### config.mk
export PLATFORM = sky130hd
export DESIGN_NAME = rect_fill
export DESIGN_NICKNAME = d
export VERILOG_FILES = /design/src/rtl/fill_pkg.sv /design/src/rtl/span_counter.sv /design/src/rtl/rect_fill.sv
export SDC_FILE = /design/constraint.sdc
export NUM_CORES = 1
export LEC_CHECK = 0
export CORE_MARGIN = 2
export CORE_UTILIZATION = 47
export DETAILED_ROUTE_END_ITERATION = 10
export HOLD_SLACK_MARGIN = 0.02
export PLACE_DENSITY_LB_ADDON = 0.3
export SYNTH_ARGS = -nofsm -noshare
export SYNTH_HDL_FRONTEND = slang
export SYNTH_SLANG_ARGS = --single-unit
### constraint.sdc
create_clock -name clk -period 2.5 [get_ports clk]
set_clock_uncertainty 0.1 [all_clocks]
set_input_delay 0.5 -clock clk [delete_from_list [all_inputs] [get_ports clk]]
set_output_delay 0.5 -clock clk [all_outputs]
set_load 0.1 [all_outputs]
### src/rtl/fill_pkg.sv
// fill_pkg: shared types and default resolution constants for the
// rectangle fill engine.
//   fill_state_t : controller states (IDLE, FILL, DONE)
//   *_DEF        : default screen size and coordinate widths
package fill_pkg;

  localparam int H_RES_DEF = 640;
  localparam int V_RES_DEF = 480;
  localparam int XW_DEF    = 10;
  localparam int YW_DEF    = 9;

  typedef enum logic [1:0] {
    ST_IDLE = 2'd0,
    ST_FILL = 2'd1,
    ST_DONE = 2'd2
  } fill_state_t;

endpackage

### src/rtl/span_counter.sv
// span_counter: loadable up-counter with enable and terminal flag.
// Ports:
//   clk, reset : clock, async active-high reset (count -> 0)
//   load       : load load_val (takes priority over en)
//   load_val   : value loaded on load
//   en         : count up by one; holds once count reaches limit
//   limit      : terminal value
//   count      : current value
//   term       : count == limit
module span_counter #(
  parameter int W = 8
) (
  input  logic         clk,
  input  logic         reset,
  input  logic         load,
  input  logic [W-1:0] load_val,
  input  logic         en,
  input  logic [W-1:0] limit,
  output logic [W-1:0] count,
  output logic         term
);

  logic [W-1:0] count_q, count_d;

  assign term  = (count_q == limit);
  assign count = count_q;

  // Saturating at limit keeps the counter from ever running past the span.
  always_comb begin
    count_d = count_q;
    if (load) begin
      count_d = load_val;
    end else if (en && !term) begin
      count_d = count_q + W'(1);
    end
  end

  always_ff @(posedge clk or posedge reset) begin
    if (reset) begin
      count_q <= '0;
    end else begin
      count_q <= count_d;
    end
  end

endmodule

### src/rtl/rect_fill.sv
// rect_fill: walks an axis-aligned rectangle column-major (y inner, x outer)
// and presents one pixel per accepted write on a valid/ready style sink.
// Ports:
//   clk, reset          : clock, async active-high reset
//   start               : request, sampled only in IDLE
//   x0, x1, y0, y1      : inclusive bounds, clamped to the screen on capture
//   fill_color          : colour captured with the bounds
//   wr_ready            : sink takes the current pixel this cycle
//   x, y, color, wr_en  : current pixel and its valid
//   busy                : high while filling
//   done                : one-cycle completion pulse
//
// state   | meaning
// --------+-----------------------------------------------
// IDLE    | waiting for start
// FILL    | presenting pixels, advancing on wr_en & wr_ready
// DONE    | one-cycle done pulse, then back to IDLE
module rect_fill
  import fill_pkg::*;
#(
  parameter int H_RES = H_RES_DEF,
  parameter int V_RES = V_RES_DEF,
  parameter int XW    = XW_DEF,
  parameter int YW    = YW_DEF,
  parameter int CW    = 1
) (
  input  logic          clk,
  input  logic          reset,
  input  logic          start,
  input  logic [XW-1:0] x0,
  input  logic [XW-1:0] x1,
  input  logic [YW-1:0] y0,
  input  logic [YW-1:0] y1,
  input  logic [CW-1:0] fill_color,
  input  logic          wr_ready,
  output logic [XW-1:0] x,
  output logic [YW-1:0] y,
  output logic [CW-1:0] color,
  output logic          wr_en,
  output logic          busy,
  output logic          done
);

  localparam logic [XW-1:0] X_MAX = XW'(H_RES - 1);
  localparam logic [YW-1:0] Y_MAX = YW'(V_RES - 1);

  fill_state_t   state_q, state_d;
  logic [XW-1:0] x1_q, x1_d;
  logic [YW-1:0] y0_q, y0_d, y1_q, y1_d;
  logic [CW-1:0] color_q, color_d;

  logic [XW-1:0] x0_c, x1_c;
  logic [YW-1:0] y0_c, y1_c;
  logic          empty;
  logic          start_go, accept, col_end;
  logic          x_term, y_term;
  logic          x_load, x_en, y_load, y_en;
  logic [YW-1:0] y_load_val;
  logic [XW-1:0] x_cnt;
  logic [YW-1:0] y_cnt;

  assign x0_c  = (x0 > X_MAX) ? X_MAX : x0;
  assign x1_c  = (x1 > X_MAX) ? X_MAX : x1;
  assign y0_c  = (y0 > Y_MAX) ? Y_MAX : y0;
  assign y1_c  = (y1 > Y_MAX) ? Y_MAX : y1;
  assign empty = (x0_c > x1_c) || (y0_c > y1_c);

  assign start_go = (state_q == ST_IDLE) && start;
  assign accept   = (state_q == ST_FILL) && wr_ready;
  // Column finished but more columns remain: step x, rewind y.
  assign col_end  = accept && y_term && !x_term;

  // Counters load straight from the clamped inputs so the first pixel is
  // valid the cycle after start; y rewinds from the captured y0.
  assign x_load     = start_go;
  assign x_en       = col_end;
  assign y_load     = start_go || col_end;
  assign y_load_val = start_go ? y0_c : y0_q;
  assign y_en       = accept && !y_term;

  span_counter #(.W(XW)) u_x_cnt (
    .clk      (clk),
    .reset    (reset),
    .load     (x_load),
    .load_val (x0_c),
    .en       (x_en),
    .limit    (x1_q),
    .count    (x_cnt),
    .term     (x_term)
  );

  span_counter #(.W(YW)) u_y_cnt (
    .clk      (clk),
    .reset    (reset),
    .load     (y_load),
    .load_val (y_load_val),
    .en       (y_en),
    .limit    (y1_q),
    .count    (y_cnt),
    .term     (y_term)
  );

  always_comb begin
    state_d = state_q;
    x1_d    = x1_q;
    y0_d    = y0_q;
    y1_d    = y1_q;
    color_d = color_q;
    unique case (state_q)
      ST_IDLE: begin
        if (start) begin
          x1_d    = x1_c;
          y0_d    = y0_c;
          y1_d    = y1_c;
          color_d = fill_color;
          state_d = empty ? ST_DONE : ST_FILL;
        end
      end
      ST_FILL: begin
        if (accept && x_term && y_term) begin
          state_d = ST_DONE;
        end
      end
      ST_DONE: begin
        state_d = ST_IDLE;
      end
      default: begin
        state_d = ST_IDLE;
      end
    endcase
  end

  always_ff @(posedge clk or posedge reset) begin
    if (reset) begin
      state_q <= ST_IDLE;
      x1_q    <= '0;
      y0_q    <= '0;
      y1_q    <= '0;
      color_q <= '0;
    end else begin
      state_q <= state_d;
      x1_q    <= x1_d;
      y0_q    <= y0_d;
      y1_q    <= y1_d;
      color_q <= color_d;
    end
  end

  assign x     = x_cnt;
  assign y     = y_cnt;
  assign color = color_q;
  assign wr_en = (state_q == ST_FILL);
  assign busy  = (state_q == ST_FILL);
  assign done  = (state_q == ST_DONE);

endmodule

==> reports/qor.txt, run 1 <==
status: finished clean
post-synthesis sequential area ratio: 40.6%
worst-skew pair later-pin latency: 310 ps
area fraction of the dominant cell type after synthesis: 40.6%
CORE AREA: 6350 sq um
most frequent cells after synthesis: nand2_1, dfrtp_1, nor2_1
Final WS setup: 25.6 ps
synthesized area per cell: 8.82 sq um
gr ovfl total: 0
Slew Limit Fails: 0
VDD IR max: 0.000904 V
crit path DAT: 2600 ps
WP data required: 2620 ps
EDFF count, synth: 0
DP Cell Count: 520
per-cell routed wire length: 15.7 microns
PD cells: 1230 nW/um^2
final net count: 514
Max-Cap Viols: 0
synthesized flop and latch total: 50
GP Congestion: 0.839
Final min period: 2470 ps
hold buffers post-CTS: 0
critical path startpoint category: input port
Yosys cell types: 48
Place WS: -449 ps
total die area: 7230 sq um
Num CTS Buffers: 5
die extent in x: 85.0 microns
WL met2: 3840 microns
initial antenna violation count: 0
Initial Util: 48.6%
M1 WL: 3880 microns
crit share post-route: 99.0%
Async S/R FF share, synth: 100%
GRT Overall Usage: 23.4%
Final Setup Violations: 0
global-route wire length before repair: 13500 microns
CP endpoint kind: flop
# rows: 29
clk sinks: 50
Routed Antenna Nets: 0
largest net degree at the start of global routing: 51
Syn Nets: 414
dpl hpwl: 6180 microns
Post-synth top flop: dfrtp_1
design area: 4320 sq um
Fmax: 404 MHz
final hold vios: 0
synth top area cells: dfrtp_1, ha_1, nand2_1
Worst slew margin: 69.4%
DRT Wirelength: 8290 microns
Post-Route Utilization: 68.0%
Ant. Diodes: 0
TNS Setup: 0 ps
post-synth top area cell: dfrtp_1
DR vias: 2858
# port buffers: 65
Worst Tran Pin Value: 458 ps
Die Y: 85.0 microns
H-tree depth: 2
Iteration-0 DRC Markers: 215
area grow syn2layout: 39.9%
DRC violations left: 0
Hold Crit Class: reg -> reg
Post-CTS Setup Inserts: 0
clock-pin slew on the worst setup and hold paths: 90 ps
first drt pass iteration count: 4
filler instances: 491
Final Non-Filler Cells: 528
share of cells above drive strength 1: 26.6%
Yosys warnings: 0
Setup Crit Path Kind: in -> reg
vias in the first global route: 2794
CTS tree: done
routed vias/inst: 5.41
mapped cell area: 3090 sq um
count leader, synth: nand2_1
Syn Inst Count: 350
CTS Root Cell: clkbuf_8
Lkg Pwr: 0.00196 uW
Max Buffers Root-to-Sink: 2
crit-path max FO: 7
# IOs: 66
DP Area: 4100 sq um
met3 WL: 490 microns
DR top layer: met4
## area by class of cell
type | count | area [sq um] | share of cell area (%)
Multi-Input combinational cell | 273 | 1870 | 43.2
Sequential cell | 50 | 1270 | 29.4
Timing Repair Buffer | 109 | 963 | 22.3
Tap cell | 77 | 96.3 | 2.23
Clock buffer | 8 | 80.1 | 1.85
Inverter | 11 | 41.3 | 0.956
## routing by layer
metal / GRT usage (%) / vias up
met5: 0 / -
met4: 6.20 / 0
met3: 4.28 / 8
met2: 36.2 / 84
met1: 33.9 / 1344
li1: - / 1422
## layout by cell type (no fill, tap or decap), types with 3 or more instances in the layout
cell	Yosys	final
nor2_2	0	4
buf_4	1	63
dlymetal6s2s_1	0	3
nand2_1	55	55
xnor2_1	7	7
dfrtp_1	50	35
o21ai_0	20	17
nor2b_1	7	6
ha_1	21	18
nor2_4	0	3
o211ai_1	3	3
nand3_1	7	7
clkdlybuf4s50_1	0	39
o21ai_1	9	10
dfrtp_2	0	15
xor2_1	22	22
mux2_2	3	3
nand4_1	10	10
inv_1	11	10
ha_4	0	3
a21oi_1	13	13
clkbuf_8	0	5
nor3_1	9	9
a31oi_1	3	3
clkbuf_1	11	3
nor2_1	36	29
and4_1	4	3
a21o_1	5	5
nand2b_4	0	5
## where the power goes
part / switching [uW] / leakage [uW] / total [uW] / internal, uW
clock network: 265 / 0.0000395 / 465 / 200
registers: 460 / 0.000580 / 1680 / 1220
logic: 2200 / 0.00134 / 3160 / 959
total: 2930 / 0.00196 / 5310 / 2380
## repair_timing
| item | CTS | global route |
|---|---|---|
| resized for setup | 5 | 26 |
| pin swaps | 1 | 8 |
| endpoints found under the setup margin | 2 | 2 |
| endpoints found under the hold margin | 0 | 0 |
## worst max-delay path, stage by stage
cell and delay, ps:
clkdlybuf4s50_1 460, inv_1 50, nor2_1 110, buf_6 180, nor2_2 60, ha_1 300
nor2b_1 140, o21ai_1 120, a31oi_1 110, a211oi_2 250, o21ai_2 120, o2bb2ai_1 200
## kinds of logic after synthesis
family	Yosys count	synth area share, %
xor gates and xnor gates	29	8.23
DFF	50	40.6
buffers and inverters	27	3.49
and+or+nand+nor	150	23.9
AOI/OAI and AO/OA	69	13.9
adders and majority gates	21	8.52
muxes	4	1.42
## stage by stage
stage	hold slack, ps	total power (uW)
after detailed placement	373	4790
after floorplan	339	3960
after global placement	357	4710
after CTS	398	5270
after global routing	407	5620
final	392	5310
## worst paths after layout
kind	cells after the start	slack (ps)	endpoint	startpoint
worst max-delay path	12	30	state_q[0]	x1[9]
worst min-delay path	2	390	y0_q[7]	y0_q[7]
worst max register to register	7	170	u_x_cnt.count[5]	u_y_cnt.count[2]
worst min register to register	2	390	y0_q[7]	y0_q[7]
max in group asynchronous	3	1610	u_x_cnt.count[0]	reset
min in group asynchronous	3	450	u_y_cnt.count[6]	reset
## flip-flops by register name, indices dropped and copies added, names as in the netlist
| signal | cells |
|---|---|
| u_x_cnt.count | 10 |
| x1_q | 10 |
| u_y_cnt.count | 9 |
| y0_q | 9 |
| y1_q | 9 |
| state_q | 2 |
| color | 1 |
Power figures use the tool's default switching activity.
==> run 2, diff against run 1 <==
- RECOVER_POWER: unset -> 50
==> reports/qor.txt, run 2 (synthesis gave the netlist of run 1 again) <==
worst-skew pair later-pin latency: 310 ps (about the same)
per-cell routed wire length: 15.7 microns (about the same)
GRT Overall Usage: 23.4% (unchanged)
commonest non-fill, non-tap cell in the layout: nand2_1
area grow syn2layout: 38.4%
final net count: 514 (unchanged)
Final Setup Violations: 0 (unchanged)
crit path DAT: 2600 ps (about the same)
global-route wire length before repair: 13500 microns (unchanged)
CP endpoint kind: flop
gr ovfl total: 0 (unchanged)
R2R depth: 7 (unchanged)
crit share post-route: 98.8% (-0.13 points)
hold buffers post-CTS: 0 (unchanged)
Ant. Diodes: 0 (unchanged)
CP peak stage delay: 460 ps (about the same)
DRT Wirelength: 8280 microns (about the same)
DR vias: 2871 (+0.45%)
initial antenna violation count: 0 (unchanged)
WP data required: 2620 ps (about the same)
Die Y: 85.0 microns (unchanged)
Hold Path Stages: 2 (unchanged)
total die area: 7230 sq um (unchanged)
Hold Crit Class: reg -> reg
dpl hpwl: 6180 microns (unchanged)
crit-path max FO: 7 (unchanged)
TNS Setup: 0 ps (unchanged)
final hold vios: 0 (unchanged)
CTS Root Cell: clkbuf_8
Final min period: 2470 ps (-3.20 ps)
CORE AREA: 6350 sq um (unchanged)
CTS tree: done
leading cell types in the layout, fill and taps excluded: nand2_1, buf_4, clkdlybuf4s50_1
share of cells above drive strength 1: 25.7% (-0.89 points)
Num CTS Buffers: 5 (unchanged)
Place WS: -449 ps (unchanged)
largest net degree at the start of global routing: 51 (unchanged)
routed vias/inst: 5.44 (+0.45%)
# IOs: 66 (unchanged)
GP Congestion: 0.839 (unchanged)
critical path startpoint category: input port
Setup Crit Path Kind: in -> reg
VDD IR max: 0.000893 V (-1.2%)
filler instances: 499 (+1.6%)
# rows: 29 (unchanged)
DP Area: 4100 sq um (unchanged)
clock-pin slew on the worst setup and hold paths: 90 ps (about the same)
CP cell instances: clkdlybuf4s50_1 -> inv_1 -> nor2_1 -> buf_6 -> nor2_2 -> ha_1 -> nor2b_1 -> o21ai_1 -> a31oi_1 -> a211oi_2 -> o21ai_2 -> o2bb2ai_1
Max Buffers Root-to-Sink: 2 (unchanged)
DRC violations left: 0 (unchanged)
area of the multi-input gates: 1860 sq um (-0.27%)
clk sinks: 50 (unchanged)
slowest stage cell, crit path: clkdlybuf4s50_1
vias in the first global route: 2794 (unchanged)
Worst slew margin: 18.0% (-51 points)
Routed Antenna Nets: 0 (unchanged)
# port buffers: 65 (unchanged)
Slew Limit Fails: 0 (unchanged)
status: finished clean
die extent in x: 85.0 microns (unchanged)
design area: 4270 sq um (-1.1%)
Final WS setup: 28.8 ps (+3.20 ps)
Fmax: 405 MHz (+0.13%)
Worst Tran Pin Value: 1230 ps (+772 ps)
Iteration-0 DRC Markers: 243 (+13%)
Final Non-Filler Cells: 528 (unchanged)
Lkg Pwr: 0.00194 uW (-1.2%)
register area: 1270 sq um (unchanged)
DP Cell Count: 520 (unchanged)
first drt pass iteration count: 4 (unchanged)
Post-Route Utilization: 67.3% (-0.75 points)
H-tree depth: 2 (unchanged)
PD cells: 1230 nW/um^2 (about the same)
Initial Util: 48.6% (unchanged)
Max-Cap Viols: 0 (unchanged)
[run 2: layer usage]
layer,track usage (%),routed length (microns),part of all wire [%]
met3,4.28,418,5.1
met1,33.9,3940,48
met4,6.20,97,1.2
met5,0,0,0
met2,36.2,3820,46
[run 2: through the flow]
stage	power (uW)	hold WS, ps
global placement	4710	357
floorplan	3960	339
global route	5550	402
finish	5250	393
detailed placement	4790	373
CTS	5270	398
[run 2: final timing paths]
path | startpoint | endpoint | slack, ps
worst max-delay path | x1[9] | state_q[0] | 30
worst min-delay path | y0_q[7] | y0_q[7] | 390
worst max register to register | u_y_cnt.count[2] | u_x_cnt.count[5] | 160
worst min register to register | y0_q[7] | y0_q[7] | 390
max in group asynchronous | reset | u_x_cnt.count[0] | 540
min in group asynchronous | reset | u_x_cnt.count[8] | 940
[run 2: where the power goes]
group	switching (uW)	internal (uW)
sequential	456	1220
combinational	2200	904
clock	268	200
[run 2: repair_timing]
item	CTS	global route
endpoints found under the setup margin	2	2
resized for setup	5	26
setup buffers	0	0
pin swaps	1	8
[run 2: final cells by class]
| type | instances | area share, % |
|---|---|---|
| repair buffers | 109 | 21.6 |
| multi-input cells | 273 | 43.6 |
| flip-flops and latches | 50 | 29.7 |
| well taps | 77 | 2.26 |
| clock buffers | 8 | 1.88 |
| inverters | 11 | 0.967 |
[run 2: critical path: cells and delay by family]
family,cells,cell delay [ps]
AOI/OAI and AO/OA,5,800
buffers and inverters,3,690
and+or+nand+nor,3,310
adders and majority gates,1,300
==> run 3, diff against run 2 <==
- MAX_ROUTING_LAYER: unset -> met4
- SETUP_SLACK_MARGIN: unset -> 0.5
==> reports/qor.txt, run 3 (synthesis gave the netlist of run 1 again) <==
Worst Tran Pin Value: 1170 ps (-59.5 ps)
Final min period: 2200 ps (-273 ps)
design area: 4960 sq um (+16%)
PD cells: 1140 nW/um^2 (-7.3%)
Iteration-0 DRC Markers: 255 (+4.9%)
CORE AREA: 6350 sq um (unchanged)
first drt pass iteration count: 5 (+1)
final hold vios: 0 (unchanged)
CTS Root Cell: clkbuf_8
Fmax: 455 MHz (+12%)
VDD IR max: 0.000947 V (+6.0%)
GRT Overall Usage: 27.4% (+4.0 points)
critical path startpoint category: input port
CTS tree: done
CP endpoint kind: flop
crit-path max FO: 9 (+2)
TNS Setup: 0 ps (unchanged)
total die area: 7230 sq um (unchanged)
WP data required: 2620 ps (about the same)
DRC violations left: 0 (unchanged)
DRT Wirelength: 10600 microns (+28%)
leading cell types in the layout, fill and taps excluded: buf_4, nand2_1, dfrtp_1
clk sinks: 50 (unchanged)
worst-skew pair later-pin latency: 310 ps (about the same)
hold buffers post-CTS: 0 (unchanged)
crit path DAT: 2320 ps (-280 ps)
per-cell routed wire length: 18.4 microns (+17%)
hold slack: 391 ps (-1.42 ps)
clock-pin slew on the worst setup and hold paths: 100 ps (about the same)
Worst slew margin: 22.3% (+4.3 points)
Die Y: 85.0 microns (unchanged)
# port buffers: 65 (unchanged)
Routed Antenna Nets: 0 (unchanged)
vias in the first global route: 3158 (+13%)
dpl hpwl: 6120 microns (-0.99%)
status: finished clean
crit share post-route: 87.9% (-11 points)
Ant. Diodes: 0 (unchanged)
area grow syn2layout: 60.7%
Post-Route Utilization: 78.1% (+11 points)
Num CTS Buffers: 5 (unchanged)
routed vias/inst: 5.75 (+5.8%)
largest net degree at the start of global routing: 54 (+5.9%)
RSZ-0062 raised after global routing: yes
commonest non-fill, non-tap cell in the layout: buf_4
Max-Cap Viols: 0 (unchanged)
# rows: 29 (unchanged)
DP Area: 4160 sq um (+1.6%)
share of cells above drive strength 1: 45.2% (+19 points)
Initial Util: 48.6% (unchanged)
Hold Crit Class: reg -> reg
DR vias: 3309 (+15%)
H-tree depth: 2 (unchanged)
initial antenna violation count: 0 (unchanged)
final net count: 561 (+9.1%)
Worst Hold Launch: y0_q[7]
# IOs: 66 (unchanged)
Setup crit start: start
Lkg Pwr: 0.00227 uW (+17%)
Slew Limit Fails: 0 (unchanged)
Max Buffers Root-to-Sink: 2 (unchanged)
GP Congestion: 0.902 (+7.5%)
filler instances: 391 (-22%)
global-route wire length before repair: 15300 microns (+14%)
Setup Crit Path Kind: in -> reg
gr ovfl total: 0 (unchanged)
R2R Path Start: u_x_cnt.count[4]
die extent in x: 85.0 microns (unchanged)
Final Setup Violations: 0 (unchanged)
-- run 3: cell count changes in the layout (fill, tap and decap cells not counted), moves of 5 or more --
| cell | change |
|---|---|
| nor2_1 | -10 |
| nor2_4 | +12 |
| ha_1 | -6 |
| buf_6 | +14 |
| clkdlybuf4s50_1 | -27 |
| inv_2 | +6 |
| buf_4 | +37 |
| o21ai_0 | -5 |
| inv_1 | -5 |
| dlygate4sd2_1 | +11 |
| ha_4 | +5 |
-- run 3: area by class of cell --
class | instances | area (sq um) | area share [%]
clock buffer | 7 | 86.3 | 1.74
sequential | 50 | 1280 | 25.8
tap | 77 | 96.3 | 1.94
clock inverter | 1 | 5.00 | 0.101
timing repair buffer | 155 | 1300 | 26.2
multi-input combinational | 274 | 2150 | 43.4
inverter | 11 | 41.3 | 0.832
-- run 3: per-layer routing --
| metal | vias up | GRT usage [%] | part of all wire [%] |
|---|---|---|---|
| li1 | 1505 | - | - |
| met1 | 1585 | 36.9 | 42 |
| met2 | 179 | 43.0 | 48 |
| met3 | 40 | 3.50 | 6.1 |
| met4 | 0 | 8.95 | 3.2 |
| met5 | - | - | 0 |
-- run 3: power breakdown --
group	switching (uW)	internal [uW]	total (uW)
Sequential	438	1240	1670
Combinational	2400	1090	3490
Clock	267	224	491
Total	3110	2550	5660
-- run 3: worst max-delay path: stages --
cell             delay [ps]
clkdlybuf4s50_1         460
nor3b_1                 660
buf_4                   310
nor2_1                   70
o31a_1                  110
a311oi_2                190
-- run 3: timing repair --
item                                   in CTS  in global routing
buffers inserted                           34                 13
gates cloned                                1                  0
endpoints found under the hold margin       0                  0
gates resized for setup                   114                 51
setup endpoints to repair                  19                 20
pin swaps                                  34                 40
-- run 3: worst paths after layout --
| path | endpoint | slack, ps | depth (start not counted) |
|---|---|---|---|
| worst max-delay path | u_x_cnt.count[5] | 300 | 6 |
| worst min-delay path | y0_q[7] | 390 | 2 |
| worst max register to register | u_x_cnt.count[2] | 360 | 8 |
| worst min register to register | y0_q[7] | 390 | 2 |
| max in group asynchronous | u_x_cnt.count[3] | 890 | 3 |
| min in group asynchronous | color | 720 | 2 |
-- run 3: metrics by stage --
stage / total power, uW / cells / setup slack (ps)
4_1_cts: 5480 / 562 / 468
5_1_grt: 5920 / 575 / 278
2_1_floorplan: 4010 / 350 / 216
3_3_place_gp: 4750 / 519 / -224
6_report: 5660 / 575 / 301
3_5_place_dp: 4830 / 519 / -306
